$ cat src/rtl/sun_pll_divn_lock.sv
// Integer-N feedback divider with reference-period measurement and lock qualification.
// States: IDLE = disabled | ARM = discard first measurement | TRACK = counting good periods | LOCK = locked
module sun_pll_divn_lock #(
    parameter int DIV_W       = 8,
    parameter int DIV_DEFAULT = 32,
    parameter int LOCK_CNT    = 16,
    parameter int TOL         = 2
) (
    input  logic             CK,
    input  logic             RST,
    input  logic             EN,
    input  logic [DIV_W-1:0] DIV_N,
    input  logic             CK_REF,
    output logic             CK_FB,
    output logic             LOCKED,
    output logic             LOCK_LOST,
    output logic [DIV_W+1:0] PERIOD,
    output logic             PERIOD_VLD
);

    localparam int PW = DIV_W + 2;
    localparam int GW = $clog2(LOCK_CNT + 1);
    localparam logic [DIV_W-1:0] ONE_D = DIV_W'(1);
    localparam logic [DIV_W-1:0] TWO_D = DIV_W'(2);
    localparam logic [PW-1:0]    PMAX  = '1;
    localparam logic [PW-1:0]    ONE_P = PW'(1);
    localparam logic [PW-1:0]    TOL_P = PW'(TOL);
    localparam logic [GW-1:0]    ONE_G = GW'(1);
    localparam logic [GW-1:0]    LCK_G = GW'(LOCK_CNT);

    typedef enum logic [1:0] {S_IDLE, S_ARM, S_TRACK, S_LOCK} state_t;

    logic [DIV_W-1:0] cnt, cnt_next, n_act, n_next, n_req;
    logic             reload, ratio_chg, fb_next;

    always_comb begin
        n_req     = (DIV_N < TWO_D) ? TWO_D : DIV_N;
        reload    = EN && (cnt == '0);
        ratio_chg = reload && (n_req != n_act);
        n_next    = reload ? n_req : n_act;
        if (!EN)
            cnt_next = '0;
        else if (reload)
            cnt_next = n_req - ONE_D;
        else
            cnt_next = cnt - ONE_D;
        fb_next = EN && (cnt_next >= (n_next >> 1));
    end

    always_ff @(posedge CK) begin
        if (RST) begin
            cnt   <= '0;
            n_act <= DIV_W'(DIV_DEFAULT);
            CK_FB <= 1'b0;
        end else begin
            cnt   <= cnt_next;
            n_act <= n_next;
            CK_FB <= fb_next;
        end
    end

    logic          ref_s1, ref_s2, ref_s3, ref_rise;
    logic [PW-1:0] pcnt;

    always_ff @(posedge CK) begin
        if (RST) begin
            ref_s1     <= 1'b0;
            ref_s2     <= 1'b0;
            ref_s3     <= 1'b0;
            ref_rise   <= 1'b0;
            pcnt       <= '0;
            PERIOD     <= '0;
            PERIOD_VLD <= 1'b0;
        end else begin
            ref_s1     <= CK_REF;
            ref_s2     <= ref_s1;
            ref_s3     <= ref_s2;
            ref_rise   <= ref_s2 & ~ref_s3;
            PERIOD_VLD <= ref_rise;
            if (ref_rise) begin
                PERIOD <= pcnt;
                pcnt   <= ONE_P;
            end else if (pcnt != PMAX) begin
                pcnt <= pcnt + ONE_P;
            end
        end
    end

    logic [PW-1:0] n_ext, diff;
    logic          good, meas, sat_evt;

    always_comb begin
        n_ext   = {2'b00, n_act};
        diff    = (PERIOD >= n_ext) ? (PERIOD - n_ext) : (n_ext - PERIOD);
        good    = (PERIOD != PMAX) && (diff <= TOL_P);
        meas    = PERIOD_VLD;
        // a missing reference counts as a bad measurement exactly once, when pcnt pins
        sat_evt = !ref_rise && (pcnt == PMAX - ONE_P);
    end

    state_t        state, state_next;
    logic [GW-1:0] gcnt, gcnt_next;

    always_comb begin
        state_next = state;
        gcnt_next  = gcnt;
        if (!EN) begin
            state_next = S_IDLE;
            gcnt_next  = '0;
        end else if (ratio_chg) begin
            state_next = S_ARM;
            gcnt_next  = '0;
        end else begin
            case (state)
                S_IDLE: state_next = S_ARM;
                S_ARM: begin
                    if (meas) begin
                        gcnt_next  = '0;
                        state_next = S_TRACK;
                    end
                end
                S_TRACK: begin
                    if (meas) begin
                        if (good) begin
                            gcnt_next = gcnt + ONE_G;
                            if (gcnt_next == LCK_G)
                                state_next = S_LOCK;
                        end else begin
                            gcnt_next = '0;
                        end
                    end
                end
                S_LOCK: begin
                    if ((meas && !good) || sat_evt) begin
                        state_next = S_TRACK;
                        gcnt_next  = '0;
                    end
                end
                default: state_next = S_IDLE;
            endcase
        end
    end

    always_ff @(posedge CK) begin
        if (RST) begin
            state     <= S_IDLE;
            gcnt      <= '0;
            LOCKED    <= 1'b0;
            LOCK_LOST <= 1'b0;
        end else begin
            state     <= state_next;
            gcnt      <= gcnt_next;
            LOCKED    <= (state_next == S_LOCK);
            LOCK_LOST <= LOCKED && (state_next != S_LOCK);
        end
    end

endmodule

$ cat config.mk
export PLATFORM = sky130hd
export DESIGN_NAME = sun_pll_divn_lock
export DESIGN_NICKNAME = d
export VERILOG_FILES = /design/src/rtl/sun_pll_divn_lock.sv
export SDC_FILE = /design/constraint.sdc
export NUM_CORES = 1
export LEC_CHECK = 0
export ABC_AREA = 1
export BUFFER_PORTS_ARGS = -buffer_cell sky130_fd_sc_hd__buf_2
export CORE_MARGIN = 2
export CORE_UTILIZATION = 50
export DETAILED_ROUTE_END_ITERATION = 8
export PLACE_DENSITY = 0.77
export SLEW_MARGIN = 10
export SYNTH_ARGS = -nofsm -noshare
export SYNTH_HDL_FRONTEND = slang
export SYNTH_SLANG_ARGS = --single-unit
export TNS_END_PERCENT = 30
$ cat constraint.sdc
create_clock -name CK -period 3.1 [get_ports CK]
set_input_delay 0.465 -clock CK [delete_from_list [all_inputs] [get_ports CK]]
set_output_delay 0.465 -clock CK [all_outputs]
set_load 0.02 [all_outputs]
Word-level counts from Yosys, hierarchy flattened
Cells that the tools add are included.
{"block": "word_totals", "reg_bits": 51, "inputBits": 12, "out_inout_bits": 14, "wordCells": 79}
{"block": "classes", "addsub": 6, "n_lt_le_gt_ge": 4, "n_eq_ne": 13, "n_mux": 20, "bitwise_logic": 3, "reduce_logical": 17}
{"op": "$mux W8", "count": 4}
{"op": "$mux W5", "count": 4}
{"op": "$ne A10 B10 Y1 const B", "count": 2}
{"op": "$sub A8 B1 Y8 const B", "count": 2}
{"op": "$pmux W5 S3", "count": 1}
{"op": "$mux W2", "count": 7}
{"op": "$add A10 B1 Y10 const B", "count": 1}
{"op": "$eq A10 B10 Y1 const B", "count": 1}
{"op": "$ge A10 B8 Y1", "count": 1}
{"op": "$le A10 B2 Y1 const B", "count": 1}
{"op": "$mux W10", "count": 1}
{"op": "$sub A10 B8 Y10", "count": 1}
{"op": "$sub A8 B10 Y10", "count": 1}
{"op": "$ge A8 B7 Y1", "count": 1}
{"op": "$logic_not A8 Y1", "count": 1}
{"op": "$lt A8 B2 Y1 const B", "count": 1}
{"op": "$ne A2 B2 Y1 const B", "count": 4}
{"op": "$ne A8 B8 Y1", "count": 1}
{"op": "$pmux W2 S4", "count": 1}
{"op": "$logic_and A1 B1 Y1", "count": 7}
{"op": "$eq A2 B2 Y1 const B", "count": 3}
{"op": "$add A5 B1 Y5 const B", "count": 1}
{"op": "$eq A5 B5 Y1 const B", "count": 1}
{"op": "$reduce_and A4 Y1", "count": 1}
{"op": "other kinds (11)", "count": 14}

Longest topological paths before layout
Gate-level depths: netlist of the first run.
{"block": "depth", "ltp_word": 13, "depth_mapped": 22}

Worst setup path before layout of the first run
No wires, ideal clock.
{"block": "synth_timing", "path_kind": "input -> register", "from": "input port DIV_N[2]", "to": "register CK_FB", "arrival_ns": 2.713, "required_time_ns": 2.987, "path_slack_ns": 0.275, "path_stages": 18, "cell_sequence": "nor3_1 > nand3_1 > and2_1 > inv_1 > nor2_1 > nor2_1 > ha_1 > inv_1 > nor3_1 > xor2_1 > nor2_1 > ha_1 > a21boi_0 > o21a_1 > o21ai_0 > nand2_1 > nor2_1 > nor2_1"}
{"block": "synth_between", "elab_chain_len": 7}
{"item": "from (decl)", "line_no": "12", "source": "input logic [DIV_W-1:0] DIV_N,"}
{"item": "$lt A8 B2 Y1", "line_no": "37", "source": "n_req = (DIV_N < TWO_D) ? TWO_D : DIV_N;"}
{"item": "$mux W8 *", "line_no": "37"}
{"item": "$sub A8 B1 Y8 *", "line_no": "44", "source": "cnt_next = n_req - ONE_D;"}
{"item": "$mux W8 *", "line_no": "43", "source": "else if (reload)"}
{"item": "$mux W8 *", "line_no": "41", "source": "if (!EN)"}
{"item": "net cnt_next[4]", "line_no": "33", "source": "logic [DIV_W-1:0] cnt, cnt_next, n_act, n_next, n_req;"}
{"item": "$ge A8 B7 Y1 *", "line_no": "47", "source": "fb_next = EN && (cnt_next >= (n_next >> 1));"}
{"item": "$logic_and A1 B1 Y1 *", "line_no": "47"}
{"item": "to (signal assigned)", "line_no": "58", "source": "CK_FB <= fb_next;"}
{"item": "to (decl)", "line_no": "14", "source": "output logic CK_FB,"}
The timed path passes the listed nets; every way through them passes the cells marked *.
A chain may end at the register's enable or synchronous reset.

Worst setup path after layout of the first run
{"block": "layout_timing", "from": "register cnt[6]", "to": "register CK_FB"}
{"block": "layout_between", "elab_chain_len": 6}
{"item": "from (decl)", "line_no": "33"}
{"item": "from (signal assigned)", "line_no": "56", "source": "cnt <= cnt_next;"}
{"item": "$logic_not A8 Y1", "line_no": "38", "source": "reload = EN && (cnt == '0);"}
{"item": "$logic_and A1 B1 Y1", "line_no": "38"}
{"item": "$mux W8", "line_no": "43"}
{"item": "$mux W8", "line_no": "41"}
{"item": "net cnt_next[1]", "line_no": "33"}
{"item": "$ge A8 B7 Y1", "line_no": "47"}
{"item": "$logic_and A1 B1 Y1", "line_no": "47"}
The timed path passes the listed nets, and every way through them passes these cells.

==> qor.csv, run 1 <==
metric,value,unit
status,"complete, no violations",
track_usage,23.7,%
reg2reg_slack,290,ps
fin_crit_sh,90.7,%
cts_made_buffers,5,
clock_latency,310,ps
crit-reg2reg-launch,cnt[6],
synthArstFlopShare,0,%
dr.first_iter.drc_count,217,
clkSlewWorstSetupHoldPaths,100,ps
clock_sinks,51,
slowest_delay,310,ps
period_needed,2810,ps
drive_gt1_share,14.8,%
critPathRequiredTime,3310,ps
leakage,2.08,nW
drt-total-wl,9.50,mm
post_cts_buffers,0,
n_antenna_cell,0,
synth.distinct_cells,45,
synth-edff-count,0,
min_path_type,in2reg,
synth_area_leaders,"dfxtp_1 (27%), nand2_1 (13%), inv_1 (11%)",
area_delta_synth_final,9.70,%
stdcell_area,4150,um^2
wl_per_cell,13.2,um
drv_cap,0,
fp-row-count,31,
reg2regPathDepth,18,
nNetsFinal,662,
ys_seq_area_share,27.0,%
holdPathStages,3,
ys.flop_type,dfxtp_1,
yosysWarnings,0,
via_count,3720,
fin_worst_skew,18.3,ps
ant_nets,0,
ios,26,
syn_inst,587,
syn_avg_cell_area,6.44,um^2
tightest_slew,463,ps
synth_fp_nets,628,
worstSetupPathType,reg2reg,
dr.pass1.iters,5,
core-area,7290,um^2
rsz0062_at_grt,no,
hold_buffers,0,
slew_violations,0,
yosysMostFrequentCell,nand2_1,
max-slew-margin-rel,69.1,%
cts_tree,yes,
drcViolationCount,0,
die_y,91.0,um
num-fill-cells,750,
dieWidth,91.0,um
antenna_found_initial,0,
cts.path.max_buffers,2,
max_freq,356,MHz
hold_viol,0,
ir_drop,0.340,mV
dpl-instance-area,4050,um^2
use_met2,40.1,%
port_buffers,25,
syn_area,3780,um^2
grt-busiest-layer,met2,
cpMostUsedCell,nor2_1,
vias_per_cell,5.16,
holdWs,363,ps
yosys.area.top_type,dfxtp_1,
path_max_fanout,4,
grt_pass1_vias,3561,
cp-end-kind,flop,
synth.top_cell.area_share,27.0,%
hold_path.startpoint,CK_REF,
worstHoldEndpoint,ref_s1,
cp_slowest_cell,dfxtp_1,
cp_cell_sequence,inv_1 > nand4_1 > nor3_2 > nand2_2 > nor2_1 > nor2_1 > ha_1 > nor2_1 > ha_1 > a21boi_0 > o21a_1 > o21ai_0 > a21boi_0 > o21a_1 > o21ai_0 > nand2_1 > nor2_1 > nor2_1,
grt.overflow.total,0,
design_power_total,2.66,mW
cp.arrival,3020,ps
die_area,8270,um^2
synth_common_cells,"nand2_1 (132), inv_1 (108), nor2_1 (70)",
power_density,641,nW/um^2
crit_path_start_kind,flop,
gp_congestion,0.950,
fin_util,56.9,%
ys_ff_latch,51,
grt_util_met3,3.49,%
htree_levels,2,
use_met1,31.0,%
reg2reg_to,CK_FB,
start_util,51.9,%
setup_viol,0,
cts-root-buf,clkbuf_8,
grt_max_degree,25,
grt_pass1_wl,16.0,mm
hpwl,7.85,mm
## through the flow
step                      instances  setup TNS (ps)  worst slack (ps)
after floorplan                 587               0               275
after global placement          713               0              13.9
after detailed placement        713           -57.0             -57.0
after CTS                       721               0               272
after global routing            721               0              6.19
final                           721               0               290
## how the worst max path moves through the flow
stage | start | cells past startpoint | to | slack [ps]
finish | cnt[6] | 18 | CK_FB | 290
global route | DIV_N[2] | 20 | CK_FB | 6
CTS | DIV_N[2] | 19 | CK_FB | 270
detailed placement | DIV_N[2] | 19 | CK_FB | -60
global placement | DIV_N[2] | 19 | CK_FB | 10
floorplan | DIV_N[2] | 18 | CK_FB | 270
## layout make-up
type / count / area (um^2) / share of cell area [%]
sequential: 51 / 1020 / 24.6
multi-input combinational: 407 / 2250 / 54.2
clock inverter: 3 / 26.3 / 0.633
clock buffer: 5 / 68.8 / 1.66
tap: 99 / 124 / 2.99
inverter: 120 / 450 / 10.9
timing repair buffer: 36 / 208 / 5.01
## layer usage
layer	routed length [um]	up-vias
li1	-	1918
met3	445	19
met1	4440	1674
met2	4410	109
met4	202	0
met5	0	-
## report_power, final
part	leakage, nW	total [mW]	internal, mW	switching [mW]
clock	0.0491	0.401	0.166	0.234
combinational	1.61	1.49	0.546	0.944
sequential	0.415	0.769	0.719	0.0507
total	2.08	2.66	1.43	1.23
## placed cells by master, fill, tap and decap left out, drive strengths merged
cell type	instances
xnor2	3
and2	2
nand2	149
nand3	38
fa	2
o21a	3
clkbuf	5
nor2	75
o22ai	10
xor2	5
a211oi	3
o211ai	3
o21bai	1
buf	36
a31oi	2
o311ai	1
or2	2
nor3	15
a21oi	23
dfxtp	51
inv	121
nand4	14
clkinv	2
o31ai	1
a21boi	2
nor4	6
nand3b	1
o21ai	19
ha	27
## sequential cells by signal, indices dropped and copies added (netlist names), 2 cells and up
| signal | cells |
|---|---|
| PERIOD | 10 |
| pcnt | 10 |
| cnt | 8 |
| n_act | 8 |
| gcnt | 5 |
| state | 2 |
## logic make-up after synthesis
family                   synth area share (%)
AND/OR/NAND/NOR                          36.5
buffers and inverters                    13.6
AO/OA/AOI/OAI                            11.1
flip-flops                               27.0
adder cells (fa/ha/maj)                  9.99
XOR/XNOR                                 1.85
## what timing repair did
action,CTS,global route
endpoints found under the hold margin,0,0
gates resized for setup,0,1
endpoints found under the setup margin,0,1
## worst max-delay path: cells and delay by family (launching register included)
kind                     cells  cell delay, ps
AO/OA/AOI/OAI                6             870
flip-flops                   1             310
AND/OR/NAND/NOR              9             930
adder cells (fa/ha/maj)      2             530
buffers and inverters        1              80
Power figures use the tool's default switching activity.
==> run 2, diff against run 1 <==
CORE_UTILIZATION = 30   (was 50)
PLACE_DENSITY = 0.54   (was 0.77)
==> run 2 against run 1 <==
  * Die area up 63%
  * Clock skew is 11 ps lower
  * Maximum frequency down 1.5%
  * First-iteration DRC count rose by 8.8%
  * Core utilization down 22 points
  * Critical endpoint unchanged
==> qor.csv, run 2 (same netlist as run 1, synthesis figures left out) <==
metric,value,unit,change
fin_util,34.8,%,-22 points
grt_pass1_vias,3382,,-5.0%
cts.path.max_buffers,2,,unchanged
path_max_fanout,4,,unchanged
cp.arrival,3040,ps,+20 ps
pre_cts_slack,-110,ps,-52.5 ps
hold_viol,0,,unchanged
max-slew-margin-rel,66.3,%,-2.8 points
mostFrequentLayoutCells,"nand2_1 (132), inv_1 (108), nor2_1 (67)",,
grt_pass1_wl,16.2,mm,+1.0%
cp-end-kind,flop,,
post_cts_buffers,0,,unchanged
grt_max_degree,25,,unchanged
ir_drop,0.267,mV,-21%
status,"complete, no violations",,
area_delta_synth_final,14.8,%,
cts_tree,yes,,
worstHoldEndpoint,ref_s1,,
setup_viol,0,,unchanged
cts-root-buf,clkbuf_16,,
hold_path.startpoint,CK_REF,,
core-area,12500,um^2,+71%
grt_util_met3,2.13,%,-1.4 points
period_needed,2850,ps,+42.3 ps
critPathRequiredTime,3280,ps,-30 ps
n_antenna_cell,0,,unchanged
power_density,664,nW/um^2,+3.6%
dr.pass1.iters,4,,-1
min_path_type,in2reg,,
clkSlewWorstSetupHoldPaths,70,ps,-30 ps
reg2reg_to,CK_FB,,
port_buffers,25,,unchanged
wl_per_cell,12.2,um,-7.3%
dpl-instance-area,4150,um^2,+2.6%
use_met1,20.0,%,-11 points
fin_crit_sh,92.0,%,+1.4 points
hpwl,8.08,mm,+3.0%
clock_latency,290,ps,-20 ps
fin_worst_skew,7.24,ps,-11.0 ps
grt.overflow.total,0,,unchanged
setup_tns,0,ps,unchanged
dr.first_iter.drc_count,236,,+8.8%
dieWidth,116,um,+28%
drt-total-wl,9.72,mm,+2.3%
gp_congestion,0.904,,-4.9%
crit_path_start_kind,flop,,
slew_violations,0,,unchanged
use_met2,26.4,%,-14 points
antenna_found_initial,0,,unchanged
track_usage,15.2,%,-8.5 points
fp-row-count,41,,+32%
vias_per_cell,4.49,,-13%
nNetsFinal,664,,+0.30%
leakage,2.12,nW,+2.1%
tightest_slew,501,ps,+37.6 ps
crit-reg2reg-launch,cnt[5],,
grt-busiest-layer,met2,,
ios,26,,unchanged
rsz0062_at_grt,no,,
die_y,116,um,+28%
layout_commonest_cell,nand2_1,,
design_power_total,2.88,mW,+8.3%
drcViolationCount,0,,unchanged
drv_cap,0,,unchanged
htree_levels,2,,unchanged
ant_nets,0,,unchanged
cts_made_buffers,5,,unchanged
top_regs,"PERIOD x10, pcnt x10",,
dp_cells,788,,+11%
clock_sinks,51,,unchanged
worstSetupPathType,reg2reg,,
reg2regPathDepth,15,,-3
holdPathStages,3,,unchanged
drive_gt1_share,15.5,%,+0.75 points
via_count,3573,,-4.0%
layout.cells.non_filler,796,,+10%
stdcell_area,4340,um^2,+4.6%
reg2reg_slack,250,ps,-40 ps
max_freq,351,MHz,-1.5%
holdWs,377,ps,+14.5 ps
die_area,13500,um^2,+63%
start_util,30.3,%,-22 points
layout_setup_ws,247,ps,-42.3 ps
run 2: cell count changes in the layout (fill, tap and decap cells not counted), sizes merged:
cell    change
clkbuf      +1
bufinv      +1
inv         -1
buf         +2
clkinv      -1
run 2: report_power, final:
| group | internal, mW | switching, mW | leakage (nW) |
|---|---|---|---|
| clock | 0.384 | 0.246 | 0.0815 |
| combinational | 0.552 | 0.933 | 1.62 |
| sequential | 0.719 | 0.0474 | 0.415 |
run 2: critical path: stages (launching register included):
cell and delay (ps):
dfxtp_1 320, nor3_1 350, nand2_2 140, o21ai_1 210, ha_1 200, inv_1 70, nor3_2 240, xor2_1 240
nor2_1 70, ha_1 280, a21boi_0 120, o21a_1 170, o21ai_0 140, nand2_1 60, nor2_1 100, nor2_1 40
run 2: area by class of cell:
class | instances | area (um^2)
tap | 172 | 215
sequential | 51 | 1020
multi-input combinational | 407 | 2260
fill | 1336 | 8130
inverter | 120 | 450
clock buffer | 6 | 129
clock inverter | 2 | 38.8
timing repair buffer | 38 | 223
run 2: metal layers:
layer | part of all wire, % | vias to the layer above
met4 | 0.72 | 0
met1 | 46 | 1599
met3 | 3.2 | 6
met2 | 50 | 41
li1 | - | 1927
met5 | 0 | -
run 2: what timing repair did:
| action | 4_1_cts | 5_1_grt |
|---|---|---|
| resized for setup | 0 | 5 |
| hold buffers | 0 | 0 |
| endpoints found under the setup margin | 0 | 1 |
run 2: worst max-delay path by stage:
stage               slack [ps]      from  cells past startpoint    end
finish                     250    cnt[5]                     15  CK_FB
global route               0.6    cnt[6]                     20  CK_FB
CTS                        190  DIV_N[6]                     19  CK_FB
detailed placement        -110  DIV_N[6]                     19  CK_FB
global placement           -50  DIV_N[6]                     19  CK_FB
floorplan                  270  DIV_N[2]                     18  CK_FB
